**config.mk**
```make
export PLATFORM = sky130hd
export DESIGN_NAME = inst_fetch_unit
export DESIGN_NICKNAME = d
export VERILOG_FILES = /design/src/rtl/inst_fetch_unit.sv
export SDC_FILE = /design/constraint.sdc
export NUM_CORES = 1
export LEC_CHECK = 0
export ABC_AREA = 1
export CAP_MARGIN = 20
export CORE_MARGIN = 5
export CORE_UTILIZATION = 55
export DETAILED_ROUTE_END_ITERATION = 7
export HOLD_SLACK_MARGIN = 0.02
export PLACE_DENSITY = 0.87
export SLEW_MARGIN = 10
export SYNTH_ARGS = -nofsm -noshare
export SYNTH_HDL_FRONTEND = slang
export SYNTH_SLANG_ARGS = --single-unit
```
**constraint.sdc**
```tcl
create_clock -name clk_in -period 5.93 [get_ports clk_in]
set_input_delay 1.186 -clock clk_in [delete_from_list [all_inputs] [get_ports clk_in]]
set_output_delay 1.186 -clock clk_in [all_outputs]
set_load 0.005 [all_outputs]
```
**src/rtl/inst_fetch_unit.sv**
```systemverilog
// ---------------------------------------------------------------------------
// inst_fetch_unit
//
// Purpose:
//   Responder side of the decoder's instruction-fetch port. A word-aligned
//   fetch request is turned into four byte reads through the memory arbiter.
//   The bytes are assembled little-endian into a 32-bit instruction, which is
//   returned with a one-cycle mc_rdy pulse.
//
// Optional feature:
//   ICACHE_EN - when defined, a direct-mapped instruction cache of
//   2^ICACHE_IDX_W one-word lines is added. A hit answers in one cycle with
//   no memory traffic. Reset invalidates the cache; flush does not.
//
// Ports:
//   clk_in   in   1   clock, rising edge
//   rst_in   in   1   asynchronous active-low reset
//   rdy_in   in   1   global enable, low freezes state
//   flush    in   1   mispredict flush (qualified by rdy_in)
//   mc_en    in   1   fetch request, held until mc_rdy
//   mc_addr  in  32   fetch address (word aligned)
//   mc_rdy   out  1   one-cycle pulse, mc_data valid
//   mc_data  out 32   fetched instruction (holds after the pulse)
//   mem_req  out  1   byte read request to the arbiter
//   mem_gnt  in   1   same-cycle grant; a byte issues on mem_req && mem_gnt
//   mem_a    out 32   byte address = base + issue count
//   mem_din  in   8   RAM read data, valid one cycle after the issue
// ---------------------------------------------------------------------------
module inst_fetch_unit #(
    parameter int ICACHE_IDX_W = 6
) (
    input  logic        clk_in,
    input  logic        rst_in,
    input  logic        rdy_in,
    input  logic        flush,
    input  logic        mc_en,
    input  logic [31:0] mc_addr,
    output logic        mc_rdy,
    output logic [31:0] mc_data,
    output logic        mem_req,
    input  logic        mem_gnt,
    output logic [31:0] mem_a,
    input  logic [7:0]  mem_din
);

    typedef enum logic [1:0] {
        S_IDLE = 2'd0,
        S_READ = 2'd1,
        S_DONE = 2'd2
    } state_t;

    state_t      state;
    state_t      state_nxt;

    logic [31:0] base;
    logic [2:0]  issue_cnt;
    logic [2:0]  recv_cnt;
    logic        pend;
    logic [31:0] word;
    logic [31:0] word_cap;

    logic        issue_fire;
    logic        flush_go;
    logic        read_last;
    logic        accept;
    logic        mc_rdy_nxt;
    logic [31:0] mc_data_nxt;

    logic        cache_hit;
    logic [31:0] cache_word;

    assign issue_fire = mem_req && mem_gnt;
    assign flush_go   = flush && rdy_in;
    assign accept     = (state == S_IDLE) && mc_en && rdy_in && !flush;

    // Completion: either the last lane is landing on this edge, or it already
    // landed while rdy_in was low and the state had to wait.
    assign read_last  = (pend && (recv_cnt == 3'd3)) || (recv_cnt == 3'd4);

    // Current word with the in-flight byte merged into its lane.
    always_comb begin
        word_cap = word;
        if (pend) begin
            word_cap[{recv_cnt[1:0], 3'b000} +: 8] = mem_din;
        end
    end

`ifdef ICACHE_EN
    localparam int LINES = 1 << ICACHE_IDX_W;
    localparam int TAG_W = 30 - ICACHE_IDX_W;

    logic [LINES-1:0]        c_valid;
    logic [TAG_W-1:0]        c_tag  [LINES];
    logic [31:0]             c_data [LINES];

    logic [ICACHE_IDX_W-1:0] req_idx;
    logic [TAG_W-1:0]        req_tag;
    logic [ICACHE_IDX_W-1:0] fill_idx;
    logic [TAG_W-1:0]        fill_tag;
    logic                    cache_fill;

    assign req_idx    = mc_addr[ICACHE_IDX_W+1:2];
    assign req_tag    = mc_addr[31:ICACHE_IDX_W+2];
    assign fill_idx   = base[ICACHE_IDX_W+1:2];
    assign fill_tag   = base[31:ICACHE_IDX_W+2];
    assign cache_hit  = c_valid[req_idx] && (c_tag[req_idx] == req_tag);
    assign cache_word = c_data[req_idx];
    assign cache_fill = (state == S_READ) && (state_nxt == S_DONE);

    always_ff @(posedge clk_in or negedge rst_in) begin
        if (!rst_in) begin
            c_valid <= '0;
        end else if (cache_fill) begin
            c_valid[fill_idx] <= 1'b1;
        end
    end

    // Tag/data storage needs no reset; valid bits gate every use.
    always_ff @(posedge clk_in) begin
        if (cache_fill) begin
            c_tag[fill_idx]  <= fill_tag;
            c_data[fill_idx] <= word_cap;
        end
    end
`else
    logic [ICACHE_IDX_W-1:0] unused_idx_w;

    assign unused_idx_w = '0;
    assign cache_hit    = 1'b0;
    assign cache_word   = '0;
`endif

    // State register
    always_ff @(posedge clk_in or negedge rst_in) begin
        if (!rst_in) begin
            state <= S_IDLE;
        end else begin
            state <= state_nxt;
        end
    end

    // Next-state logic; flush wins over everything, rdy_in low freezes.
    always_comb begin
        state_nxt = state;
        if (flush_go) begin
            state_nxt = S_IDLE;
        end else if (rdy_in) begin
            case (state)
                S_IDLE:  if (mc_en) state_nxt = cache_hit ? S_DONE : S_READ;
                S_READ:  if (read_last) state_nxt = S_DONE;
                S_DONE:  state_nxt = S_IDLE;
                default: state_nxt = S_IDLE;
            endcase
        end
    end

    // Output logic: combinational memory side, next values of the
    // registered decoder-side outputs.
    always_comb begin
        mem_req     = (state == S_READ) && (issue_cnt < 3'd4) && rdy_in;
        mem_a       = base + {29'd0, issue_cnt};
        mc_rdy_nxt  = (state_nxt == S_DONE);
        mc_data_nxt = mc_data;
        if ((state_nxt == S_DONE) && (state != S_DONE)) begin
            mc_data_nxt = (state == S_IDLE) ? cache_word : word_cap;
        end
    end

    // Counters, byte assembly and registered outputs.
    always_ff @(posedge clk_in or negedge rst_in) begin
        if (!rst_in) begin
            base      <= '0;
            issue_cnt <= '0;
            recv_cnt  <= '0;
            pend      <= 1'b0;
            word      <= '0;
            mc_rdy    <= 1'b0;
            mc_data   <= '0;
        end else begin
            mc_rdy  <= mc_rdy_nxt;
            mc_data <= mc_data_nxt;
            if (flush_go) begin
                issue_cnt <= '0;
                recv_cnt  <= '0;
                pend      <= 1'b0;
            end else begin
                // A byte in flight is captured even while rdy_in is low.
                pend <= issue_fire;
                if (pend) begin
                    word     <= word_cap;
                    recv_cnt <= recv_cnt + 3'd1;
                end
                if (issue_fire) begin
                    issue_cnt <= issue_cnt + 3'd1;
                end
                if (accept) begin
                    base      <= mc_addr;
                    issue_cnt <= '0;
                    recv_cnt  <= '0;
                    word      <= '0;
                end
            end
        end
    end

endmodule

```
==> summary.md <==
| Metric | Value |
|---|---|
| Status | complete, no violations |
| Core ar. | 10200 um2 |
| Total CTS buffers | 9 |
| First-pass iteration count of the detailed router | 5 |
| Number of top-level pins | 112 |
| Die area | 12500 um2 |
| Antenna Cells | 0 |
| Worst Hold Depth | 2 |
| Floorplan row count | 37 |
| Register bit count reported by yosys | 106 |
| Worst r2r path cells | 8 |
| Cts hold-fix bufs | 0 |
| Area of placed instances | 6890 um2 |
| Async SR Flop Fraction | 100% |
| RePlAce Congestion | 0.903 |
| Root Driver | clkbuf_8 |
| Largest net degree at the start of global routing | 70 |
| Global-route wire length before repair | 23.3 mm |
| RSZ-0062 raised after global routing | false |
| Die Y-Extent | 112 um |
| Syn nets | 856 |
| Worst EP required | 4.74 ns |
| Clk_skew | 0.0177 ns |
| Remaining DRCs | 0 |
| Tmin final | 3.81 ns |
| Syn Inst Count | 800 |
| Port buffer count | 111 |
| Initial antenna violation count | 0 |
| Critical path endpoint category | output pin |
| Nets | 959 |
| Die Wd | 112 um |
| Min-delay src | word[5] |
| Slew Viols, Final | 0 |
| Vias per cell | 5.08 |
| Mapped Area | 5710 um2 |
| Clk_lat worst skew | 0.38 ns |
| WP data arrival | 2.63 ns |
| Register area share after synthesis | 46.5% |
| Total Routing Usage GR | 22.5% |
| Sink Count | 106 |
| Layout area overhead | 23.8% |
| Max Root-Sink Buffers | 2 |
| CTS clk-pin slew, worst paths | 0.12 ns |
| Pwr/cell area | 256 nW/um2 |
| Reg2Reg Setup Slack | 3.46 ns |
| Total congestion overflow | 0 |
| Rel. slew slack | 41.2% |
| Worst vdd ir | 0.000148 V |
| Layout cells sized above 1 | 4.96% |
| Initial DRC count | 443 |
| Yosys cell types | 28 |
| Maximum clock frequency | 262 MHz |
| Post-DP HPWL | 10.3 mm |
| Post-CTS resize count | 0 |
| Fin area | 7070 um2 |
| Yosys warns | 0 |
| Total Power | 1.81 mW |
| Final-report setup violation count | 0 |
| Reg-to-reg endpoint | mc_data[17] |
| EDFF count, synth | 0 |
| Post-CTS Setup Inserts | 0 |
| Min-Delay Path Class | reg2reg |
| Antenna-violating nets left | 0 |
| CP startpoint kind | flop |
| Max Cap Violations | 0 |
| Worst hold endpoint | word[5] |
| Crit Path Class | reg2out |
| Routed WL | 14.1 mm |
| Routed wire per std cell | 13.5 um |
| Reg2reg start | recv_cnt[0] |
| Vias in the first global route | 4972 |
| CTS tree | built |
| Worst-Margin Slew | 0.882 ns |
| Hold Fails Final Rpt | 0 |
| Post-route clock period utilization | 64.3% |
| Most common flop cell mapped by yosys | dfrtp_1 |
| Max H-tree Level | 3 |
| DR vias | 5296 |
| Mean Syn Cell Area | 7.14 um2 |
| LEAKAGE | 3.55 nW |
| Setup tns final | 0 ns |
| Crit path max fanout | 5 |
| Starting density of the core | 55.8% |
==> power breakdown <==
part	internal, mW	leakage [nW]	switching (mW)
logic	0.231	2.03	0.234
clock network	0.162	0.0945	0.268
registers	0.812	1.42	0.0986
total	1.21	3.55	0.601
==> final cells by class <==
cell class,instances,area [um2]
clock buffers,9,124
repair buffers,116,1150
multi-input cells,630,2770
flip-flops and latches,106,2650
fillers,830,3160
well taps,136,170
clock inverters,6,57.6
inverters,40,150
==> worst max-delay path by stage <==
stage,depth (start not counted),startpoint,slack (ns),endpoint
after floorplan,9,issue_cnt[0],3.19,mem_a[18]
after global placement,4,rdy_in,2.23,mem_req
after detailed placement,4,rdy_in,2.20,mem_req
after CTS,10,issue_cnt[0],2.08,mem_a[18]
after global routing,10,issue_cnt[0],1.97,mem_a[18]
final,10,issue_cnt[0],2.12,mem_a[18]
==> cell usage after synthesis, types with 2 or more instances <==
master / count / share of area [%]
buf_2: 13 / 1.1
buf_4: 3 / 0.39
buf_6: 3 / 0.59
clkbuf_1: 5 / 0.33
dfrtp_1: 106 / 46
ha_1: 9 / 2.0
inv_1: 36 / 2.4
inv_2: 3 / 0.20
nand2_1: 439 / 29
nand2_2: 4 / 0.44
nand3_1: 40 / 3.5
nand3_4: 2 / 0.61
nand3b_1: 10 / 1.3
nor2_1: 60 / 3.9
nor2_2: 7 / 0.77
nor2_4: 3 / 0.59
o21ai_0: 27 / 2.4
o21ai_1: 8 / 0.70
o21ai_2: 2 / 0.31
xnor2_1: 6 / 0.92
xor2_1: 7 / 1.1
==> kinds of logic after synthesis <==
kind of cell               synth area share (%)
DFF                                        46.5
buffers and inverters                      5.08
and+or+nand+nor                            40.7
AOI/OAI and AO/OA                          3.46
adders and majority gates                  2.32
xor gates and xnor gates                   1.99
==> flip-flops by register name, indices dropped and copies added (netlist names) <==
| name | flops |
|---|---|
| base | 32 |
| issue_cnt | 3 |
| mc_data | 32 |
| mc_rdy | 1 |
| pend | 1 |
| recv_cnt | 3 |
| state | 2 |
| word | 32 |
==> per-stage QoR <==
stage	worst slack [ns]	instances	hold slack (ns)	utilization, %
2_1_floorplan	3.19	800	0.442	-
5_1_grt	1.97	1043	0.502	69.1
4_1_cts	2.08	1043	0.486	69.1
3_3_place_gp	2.23	1028	0.453	67.3
3_5_place_dp	2.20	1028	0.458	67.3
6_report	2.12	1043	0.483	69.1
==> placed cells by master, fill, tap and decap left out, types with 2 or more instances in the layout <==
master | Yosys | final
nand2_1 | 439 | 439
clkdlybuf4s50_1 | 0 | 110
dfrtp_1 | 106 | 106
nor2_1 | 60 | 60
nand3_1 | 40 | 40
inv_1 | 36 | 36
o21ai_0 | 27 | 27
nand3b_1 | 10 | 10
ha_1 | 9 | 9
clkbuf_8 | 0 | 9
o21ai_1 | 8 | 8
nor2_2 | 7 | 7
xor2_1 | 7 | 7
xnor2_1 | 6 | 6
buf_4 | 3 | 6
nand2_2 | 4 | 4
inv_2 | 3 | 3
nor2_4 | 3 | 3
inv_6 | 0 | 3
o21ai_2 | 2 | 2
nand3_4 | 2 | 2
inv_8 | 0 | 2
==> layer usage <==
layer	GRT usage [%]	vias to the layer above	part of all wire [%]
li1	-	2669	-
met1	30.1	2439	44
met3	4.35	18	6.2
met2	38.0	170	48
met5	0	-	0
met4	5.19	0	1.3
==> critical path, cell delays in order (launching register included) <==
cell and delay, ns:
dfrtp_1 0.43, ha_1 0.23, fa_1 0.42, nand3_1 0.10, nand2_1 0.14, nand2_1 0.19
nor2_2 0.10, nand2_1 0.07, nand2_1 0.05, nand2_1 0.06, clkdlybuf4s50_1 0.49
No activity file was read; power rests on OpenSTA's default activity.
